==> config.mk <==
export PLATFORM = sky130hd
export DESIGN_NAME = inst_fetch_queue
export DESIGN_NICKNAME = d
export VERILOG_FILES = /design/src/rtl/inst_fetch_queue.sv
export SDC_FILE = /design/constraint.sdc
export NUM_CORES = 1
export LEC_CHECK = 0
export BUFFER_PORTS_ARGS = -buffer_cell sky130_fd_sc_hd__buf_2
export CELL_PAD_IN_SITES_DETAIL_PLACEMENT = 0
export CELL_PAD_IN_SITES_GLOBAL_PLACEMENT = 1
export CORE_MARGIN = 2
export CORE_UTILIZATION = 43
export DETAILED_ROUTE_END_ITERATION = 12
export PLACE_DENSITY_LB_ADDON = 0.1
export SYNTH_ARGS = -nofsm -noshare
export SYNTH_HDL_FRONTEND = slang
export SYNTH_SLANG_ARGS = --single-unit
==> constraint.sdc <==
create_clock -name clk -period 2.8 [get_ports clk]
set_clock_uncertainty 0.05 [all_clocks]
set_input_delay 0.28 -clock clk [delete_from_list [all_inputs] [get_ports clk]]
set_output_delay 0.28 -clock clk [all_outputs]
set_load 0.01 [all_outputs]
==> src/rtl/inst_fetch_queue.sv <==
// Instruction fetch front end: owns the fetch PC, issues word reads to
// instruction memory over req/ack, buffers {inst, pc} pairs in a small FIFO
// and hands them to decode over valid/ready. Jump redirects flush the FIFO
// and discard any wrong-path fetch that is still in flight.
//
// Handshakes: imem_req_o/imem_addr_o are held constant from the cycle req
// rises until the cycle imem_ack_i is seen (a transfer happens in any cycle
// with req && ack); a decode transfer happens in any cycle with
// dec_valid_o && dec_ready_i, and head outputs hold while valid && !ready.
module inst_fetch_queue #(
    parameter int              PC_W     = 9,
    parameter int              INST_W   = 32,
    parameter int              DEPTH    = 4,
    parameter logic [PC_W-1:0] RESET_PC = '0
) (
    input  logic              clk,
    input  logic              rst,
    output logic              imem_req_o,
    output logic [PC_W-1:0]   imem_addr_o,
    input  logic              imem_ack_i,
    input  logic [INST_W-1:0] imem_rdata_i,
    input  logic              redirect_en_i,
    input  logic [PC_W-1:0]   redirect_pc_i,
    output logic              dec_valid_o,
    input  logic              dec_ready_i,
    output logic [INST_W-1:0] dec_inst_o,
    output logic [PC_W-1:0]   dec_pc_o,
    output logic [PC_W-1:0]   pcOUT_o,
    output logic              nop_o,
    output logic [15:0]       dec_count_o
);

    localparam int AW = $clog2(DEPTH);
    localparam int CW = AW + 1;

    localparam logic [1:0] S_IDLE    = 2'd0;
    localparam logic [1:0] S_REQ     = 2'd1;
    localparam logic [1:0] S_DISCARD = 2'd2;

    logic [1:0]        state_q, state_d;
    logic [PC_W-1:0]   pc_q, pc_d;
    logic [PC_W-1:0]   stale_q, stale_d;
    logic [AW-1:0]     rd_q, rd_d;
    logic [AW-1:0]     wr_q, wr_d;
    logic [CW-1:0]     cnt_q, cnt_d;
    logic [CW-1:0]     cnt_next;
    logic [15:0]       dcnt_q, dcnt_d;
    logic [INST_W-1:0] mem_inst_q [DEPTH];
    logic [PC_W-1:0]   mem_pc_q   [DEPTH];

    logic push;
    logic pop;

    // Output decode; reset forces the idle/empty view even before state clears.
    always_comb begin
        imem_req_o  = (state_q != S_IDLE) && !rst;
        imem_addr_o = (state_q == S_DISCARD) ? stale_q : pc_q;
        dec_valid_o = (cnt_q != '0) && !redirect_en_i && !rst;
        dec_inst_o  = mem_inst_q[rd_q];
        dec_pc_o    = mem_pc_q[rd_q];
        pcOUT_o     = rst ? RESET_PC : pc_q;
        nop_o       = !dec_valid_o;
        dec_count_o = dcnt_q;
        push        = (state_q == S_REQ) && imem_ack_i && !redirect_en_i;
        pop         = dec_valid_o && dec_ready_i;
        cnt_next    = cnt_q + CW'(push) - CW'(pop);
    end

    // Next-state logic for the fetch FSM, PC, FIFO pointers and delivery count.
    always_comb begin
        state_d = state_q;
        pc_d    = pc_q;
        stale_d = stale_q;
        rd_d    = pop  ? rd_q + AW'(1) : rd_q;
        wr_d    = push ? wr_q + AW'(1) : wr_q;
        cnt_d   = cnt_next;
        dcnt_d  = pop ? dcnt_q + 16'd1 : dcnt_q;

        if (redirect_en_i) begin
            // Flush wrong-path entries; the target becomes the new fetch PC.
            rd_d  = '0;
            wr_d  = '0;
            cnt_d = '0;
            pc_d  = redirect_pc_i;
        end

        case (state_q)
            S_IDLE: begin
                if (redirect_en_i || (cnt_q < CW'(DEPTH))) begin
                    state_d = S_REQ;
                end
            end
            S_REQ: begin
                if (redirect_en_i) begin
                    // An outstanding request must still complete at its old address.
                    if (!imem_ack_i) begin
                        state_d = S_DISCARD;
                        stale_d = pc_q;
                    end
                end else if (imem_ack_i) begin
                    pc_d    = pc_q + PC_W'(1);
                    state_d = (cnt_next < CW'(DEPTH)) ? S_REQ : S_IDLE;
                end
            end
            S_DISCARD: begin
                // The stale request finishing ends the discard, redirect or not.
                if (imem_ack_i) begin
                    state_d = (redirect_en_i || (cnt_next < CW'(DEPTH))) ? S_REQ : S_IDLE;
                end
            end
            default: begin
                state_d = S_IDLE;
            end
        endcase
    end

    // Control registers with synchronous reset.
    always_ff @(posedge clk) begin
        if (rst) begin
            state_q <= S_IDLE;
            pc_q    <= RESET_PC;
            stale_q <= RESET_PC;
            rd_q    <= '0;
            wr_q    <= '0;
            cnt_q   <= '0;
            dcnt_q  <= '0;
        end else begin
            state_q <= state_d;
            pc_q    <= pc_d;
            stale_q <= stale_d;
            rd_q    <= rd_d;
            wr_q    <= wr_d;
            cnt_q   <= cnt_d;
            dcnt_q  <= dcnt_d;
        end
    end

    // FIFO storage: write the returned instruction and its address at the tail.
    always_ff @(posedge clk) begin
        if (!rst && push) begin
            mem_inst_q[wr_q] <= imem_rdata_i;
            mem_pc_q[wr_q]   <= pc_q;
        end
    end

endmodule
======== After elaboration in Yosys (flattened, before gate mapping) ========
Memories as Yosys holds them, arrays and structs flattened. A register that Yosys moved wholly into a read port is not among the register bits.
Cells that the tools add are included.
cells by class
  $add $sub $neg .......................... 6
  magnitude comparators ................... 2
  eq/ne operators ......................... 6
  multiplexer cells ....................... 20
  bitwise gates (word level) .............. 1
  reductions and logical operators ........ 18
operators by type and width
  cell                     count
  $mux W9                  6
  $mux W2                  9
  $add A16 B1 Y16 const B  1
  $add A9 B1 Y9 const B    1
  $logic_and A1 B1 Y1      7
  $lt A3 B3 Y1 const B     2
  $ne A3 B3 Y1 const B     2
  $pmux W2 S3              1
  $add A2 B1 Y2 const B    2
  $mux W1                  4
  $ne A2 B2 Y1 const B     2
  $reduce_and A4 Y1        1
  $add A3 B1 Y3            1
  $logic_not A1 Y1         3
  $reduce_and A3 Y1        1
  $reduce_bool A3 Y1       1
  $sub A3 B1 Y3            1
  $eq A2 B1 Y1 const B     1
  $eq A2 B2 Y1 const B     1
  $logic_not A2 Y1         1
  $logic_or A1 B1 Y1       2
  $reduce_bool A2 Y1       1
  $reduce_or A2 Y1         1
  $not A1 Y1               1
word-level totals
  register bits after elaboration ......... 43
  RAM bits ................................ 164
  output and inout bits ................... 78
  memories kept ........................... 2
memory list
  name        words  bits a word  read ports  clocked after Yosys merged registers in  write ports  RTL line  source
  mem_inst_q  4      32           1           1                                        1            48        logic [INST_W-1:0] mem_inst_q [DEPTH];
  mem_pc_q    4      9            1           1                                        1            49        logic [PC_W-1:0] mem_pc_q [DEPTH];

======== Depth between registers and ports, before layout ========
  word-level depth ........................ 10
  gate-level depth with buffers ........... 11
  mapped depth without buffers ............ 10

======== Worst setup path after synthesis ========
Ideal clock, no wire load.
  path kind ............................... reg-to-reg
  from .................................... register cnt_q[1]
  to ...................................... register state_q[0]
  setup time .............................. 0.070 ns
  arrival ................................. 2.487 ns
  data required time ...................... 2.680 ns
  setup slack ............................. 0.193 ns
  stages on the path, launching flop included .. 11
  path buffers ............................ 0
  period minus slack after synthesis ...... 2.607 ns
  cell sequence ........................... dfxtp_1 > nor3_1 > nor2_1 > ha_1 > inv_1 > ha_1 > fa_1 > xnor2_1 > xnor2_1 > o21ai_0 > a21oi_1
on the way
  cells in the longest elaborated chain, start to end .. 10
  elaborated cells on any way between the ends .. 18
RTL lines
  item                                           RTL line  source
  start, declared                                45        logic [CW-1:0] cnt_q, cnt_d;
  start signal, assigned                         133       cnt_q <= cnt_d;
  $reduce_bool A3 Y1 (*)                         58        dec_valid_o = (cnt_q != '0) && !redirect_en_i && !rst;
  $logic_and A1 B1 Y1 (*) (2 in series)          58
  $logic_and A1 B1 Y1 (*)                        65        pop = dec_valid_o && dec_ready_i;
  net pop                                        52        logic pop;
  $sub A3 B1 Y3 (*)                              66        cnt_next = cnt_q + CW'(push) - CW'(pop);
  $lt A3 B3 Y1 (*)                               102, 108
  $mux W1 or $logic_or A1 B1 Y1 (tied branches)  102, 108
  $mux W2 or $mux W1 (tied branches)             100, 108
  $mux W2 (on tied branches)                     94, 107
  $pmux W2 S3 (*)                                87        case (state_q)
  end signal, assigned                           128       state_q <= state_d;
  end, declared                                  40        logic [1:0] state_q, state_d;
The timed path passes the listed nets; every way through them passes the cells marked *. The select of a mux whose other input is x is not followed.
A chain may end at the register's enable or synchronous reset.

==> summary.log <==
[logic_synthesis] sequential area share after synthesis 0.715
[floorplan] die outline width 142 um
[timing] ratio of final minimum period to clock period 0.873
[drt] total number of vias 4719
[drt] final WL 16300 um
[critical_path] WS Path Type flop to output pin
[power] net switching fraction of the power 0.194
[global_route] via count of the first global-routing pass 4886
[critical_path] count of buffering cells on the critical path with inverters included 2
[logic_synthesis] Netlist cell types 40
[cts] post-CTS resize count 0
[drt] vias per inst 5.17
[hold_path] HP Start redirect_pc_i[2]
[logic_synthesis] commonest register cell after synthesis sky130_fd_sc_hd__edfxtp_1
[logic_synthesis] netlist area before placement 0.00815 mm2
[hold_path] class of the most critical hold timing path primary input to flop
[drt] number of detailed-route iterations in the first pass 4
[timing] Hold Violations, Final 0
[cts] clock-pin slew of the registers on the worst-case setup and hold paths 0.06 ns
[power] worst vdd rail ir drop 0.331 mV
[place] HPWL after detailed placement 9870 um
[cts] clock latency reported for the late side of the worst-skew pair 0.50 ns
[outcome] status finished, final reports clean
[floorplan] core outline area 0.0186 mm2
[timing] fin crit period 2.44 ns
[cts] number of buffers between clock root and the deepest sink 3
[power] combinational power share 0.037
[global_route] initial antenna violation count 0
[critical_path] slowest stage delay, CP 0.58 ns
[power] sequential group share of total power 0.503
[critical_path] family of cells with the greatest summed delay on the critical path flip-flops
[timing] Worst slew margin 0.629
[layout] final std cells w/o fill 912
[logic_synthesis] gate count of the mapped netlist 488
[critical_path] worst path cell trace buf_12 > mux4_2 > buf_2
[layout] nets 716
[timing] endpoints failing setup 0
[layout] antenna cell count 0
[cts] number of buffers inserted during clock tree synthesis 23
[power] Pwr Total 6.77 mW
[place] number of buffer cells added on primary ports 123
[power] Power per Cell Area 657 mW/mm2
[global_route] first-pass GRT wire length 25900 um
[timing] max-slew violations 0
[drt] Iter 0 DRT Violations 230
[power] net load switching power 1.31 mW
[critical_path] worst-path fanout max 25
[layout] core utilization of the finished layout 0.552
[critical_path] worst path arrival time 2.11 ns
[critical_path] Worst Path Required 2.47 ns
[cts] Clock H-tree levels 1
[logic_synthesis] syn_nets 543
[logic_synthesis] count of flip-flops with a built-in enable after synthesis 164
[global_route] global-route congestion overflow total 0
[logic_synthesis] yosys synthesis warning count 0
[drt] routed length per instance 17.8 um
[timing] max frequency 409 MHz
[layout] layout cells sized above 1 0.342
[timing] Final Worst Setup Slack 0.355 ns
[cts] total number of clock tree sinks 209
[cts] CTS tree built
[logic_synthesis] share of Yosys cell area claimed by the top area cell type 0.604
[timing] setup repair after global routing missed its margin no
[floorplan] number of top-level design ports 124
[run] maxcap violations 0
[place] number of placed instances with taps included 834
[drt] number of remaining DRC errors 0
[logic_synthesis] largest cells by area after synthesis sky130_fd_sc_hd__edfxtp_1 60%, sky130_fd_sc_hd__mux4_2 11%, sky130_fd_sc_hd__dfxtp_1 11%
[layout] Area growth syn-to-layout 26.3%
[critical_path] slowest stage cell on the critical path sky130_fd_sc_hd__dfxtp_4
[power] cell-internal power 5.45 mW
[global_route] all-layer global routing usage 0.165
[critical_path] element type at the critical path start flop
[floorplan] initial cell density of the core 0.437
[logic_synthesis] number of synthesized register bits 209
[power] P_leak 3.58 nW
[floorplan] Std-Cell Rows 50
[logic_synthesis] top cell type by total area after synthesis sky130_fd_sc_hd__edfxtp_1
[global_route] largest net degree at the start of global routing 52
[logic_synthesis] average size of a mapped cell 16.7 um2
[power] Clock power frac 0.460
[cts] root cell of the clock tree sky130_fd_sc_hd__clkbuf_16
[critical_path] startpoint of the worst-slack reg-to-reg timing path cnt_q[1]
[timing] Final TNS setup 0 ns
[floorplan] Total Die Area 0.0201 mm2
[floorplan] die height 142 um
[drt] antenna violation net count after detailed routing 0
[place] RePlAce Congestion 0.714
[cts] post-CTS repair timing setup buffer count 0
[timing] slew at the pin closest to its max-slew limit 0.557 ns
[critical_path] CP endpoint kind output pin
[place] setup slack after placement 0.287 ns
[logic_synthesis] asr flop ratio synth 0
==> registers in the layout, indices dropped and copies added (netlist names), named ones only <==
| register | count |
|---|---|
| rd_q | 2 |
| stale_q | 9 |
| pc_q | 9 |
| dec_count_o | 16 |
| mem_pc_q | 36 |
| wr_q | 2 |
| mem_inst_q | 128 |
| state_q | 2 |
| cnt_q | 3 |
==> kinds of logic after synthesis <==
group,after synthesis,synth area share
multiplexers,54,0.131
AO/OA/AOI/OAI,42,0.0296
AND/OR/NAND/NOR,121,0.0757
buffers and inverters,37,0.0173
XOR/XNOR,16,0.0172
flip-flops,209,0.715
adder cells (fa/ha/maj),9,0.0147
==> placed cells by master (no fill, tap or decap), types with 5 or more instances in the layout <==
master / synthesis / layout
sky130_fd_sc_hd__inv_1: 12 / 12
sky130_fd_sc_hd__or3_1: 9 / 9
sky130_fd_sc_hd__dlygate4sd3_1: 0 / 36
sky130_fd_sc_hd__dfxtp_1: 45 / 43
sky130_fd_sc_hd__buf_4: 0 / 8
sky130_fd_sc_hd__xnor2_1: 12 / 12
sky130_fd_sc_hd__nand2_1: 28 / 28
sky130_fd_sc_hd__buf_12: 0 / 5
sky130_fd_sc_hd__nor4_1: 5 / 5
sky130_fd_sc_hd__a21oi_1: 21 / 21
sky130_fd_sc_hd__nand3_1: 10 / 10
sky130_fd_sc_hd__edfxtp_1: 164 / 164
sky130_fd_sc_hd__mux4_2: 41 / 41
sky130_fd_sc_hd__ha_1: 8 / 8
sky130_fd_sc_hd__buf_2: 2 / 123
sky130_fd_sc_hd__o21ai_0: 11 / 11
sky130_fd_sc_hd__mux2_2: 11 / 11
sky130_fd_sc_hd__clkbuf_16: 0 / 23
sky130_fd_sc_hd__nor2b_1: 9 / 9
sky130_fd_sc_hd__nor2_1: 31 / 31
==> power by group through the flow <==
stage          logic, mW  clock network (mW)  registers, mW
3_3_place_gp       0.206                   0           3.47
6_report           0.248                3.11           3.40
2_1_floorplan      0.109                   0           3.46
5_1_grt            0.275                3.32           3.41
3_5_place_dp       0.210                   0           3.47
4_1_cts            0.251                3.20           3.40
==> worst reg2reg max path, cell delays in order (launching register included) <==
cell	delay [ns]
sky130_fd_sc_hd__dfxtp_1	0.34
sky130_fd_sc_hd__nor3_1	0.25
sky130_fd_sc_hd__nor2_1	0.10
sky130_fd_sc_hd__ha_1	0.28
sky130_fd_sc_hd__inv_1	0.04
sky130_fd_sc_hd__ha_1	0.18
sky130_fd_sc_hd__fa_1	0.38
sky130_fd_sc_hd__xnor2_1	0.18
sky130_fd_sc_hd__xnor2_1	0.16
sky130_fd_sc_hd__o21ai_0	0.10
sky130_fd_sc_hd__a21oi_1	0.14
==> cells in the mapped netlist, types with 5 or more instances <==
cell type and instances:
sky130_fd_sc_hd__buf_1 10, sky130_fd_sc_hd__or3_1 9, sky130_fd_sc_hd__edfxtp_1 164, sky130_fd_sc_hd__a21oi_1 21, sky130_fd_sc_hd__clkbuf_1 12, sky130_fd_sc_hd__nand2_1 28, sky130_fd_sc_hd__nand3_1 10, sky130_fd_sc_hd__inv_1 12
sky130_fd_sc_hd__nor4_1 5, sky130_fd_sc_hd__and2_1 6, sky130_fd_sc_hd__o21ai_0 11, sky130_fd_sc_hd__nor2_1 31, sky130_fd_sc_hd__mux2_2 11, sky130_fd_sc_hd__nor2b_1 9, sky130_fd_sc_hd__ha_1 8, sky130_fd_sc_hd__dfxtp_1 45
sky130_fd_sc_hd__mux4_2 41, sky130_fd_sc_hd__xnor2_1 12
==> per-stage QoR <==
step | instance area [um2] | hold slack, ns
final | 10300 | 0.0170
after global routing | 10300 | 0.0227
after CTS | 10300 | 0.00287
after detailed placement | 9140 | 0.398
after global placement | 9140 | 0.391
after floorplan | 8150 | 0.329
==> final timing paths <==
kind / end / slack [ns] / depth (start not counted)
setup / recovery: dec_inst_o[30] / 0.36 / 3
hold / removal: pc_q[2] / 0.02 / 3
setup reg to reg: state_q[0] / 0.53 / 10
hold reg to reg: stale_q[0] / 0.40 / 2
==> metal layers <==
| metal | wire length [um] | GRT usage | part of all wire | vias up |
|---|---|---|---|---|
| met5 | 0 | 0 | 0 | - |
| met4 | 250 | 0.0395 | 0.015 | 0 |
| met3 | 783 | 0.0307 | 0.048 | 21 |
| met2 | 7820 | 0.284 | 0.48 | 127 |
| met1 | 7420 | 0.219 | 0.46 | 2337 |
| li1 | - | - | - | 2234 |
==> cell type report <==
cell class / instances / area [um2]
timing repair buffer: 172 / 1140
tap: 234 / 293
inverter: 13 / 48.8
fill: 1543 / 8350
clock buffer: 30 / 632
sequential: 209 / 5830
multi-input combinational: 242 / 2190
clock inverter: 12 / 166
==> what timing repair did <==
| action | 4_1_cts | 5_1_grt |
|---|---|---|
| setup endpoints to repair | 0 | 0 |
| hold buffers | 36 | 0 |
| endpoints found under the hold margin | 132 | 0 |
Power figures use the tool's default switching activity.
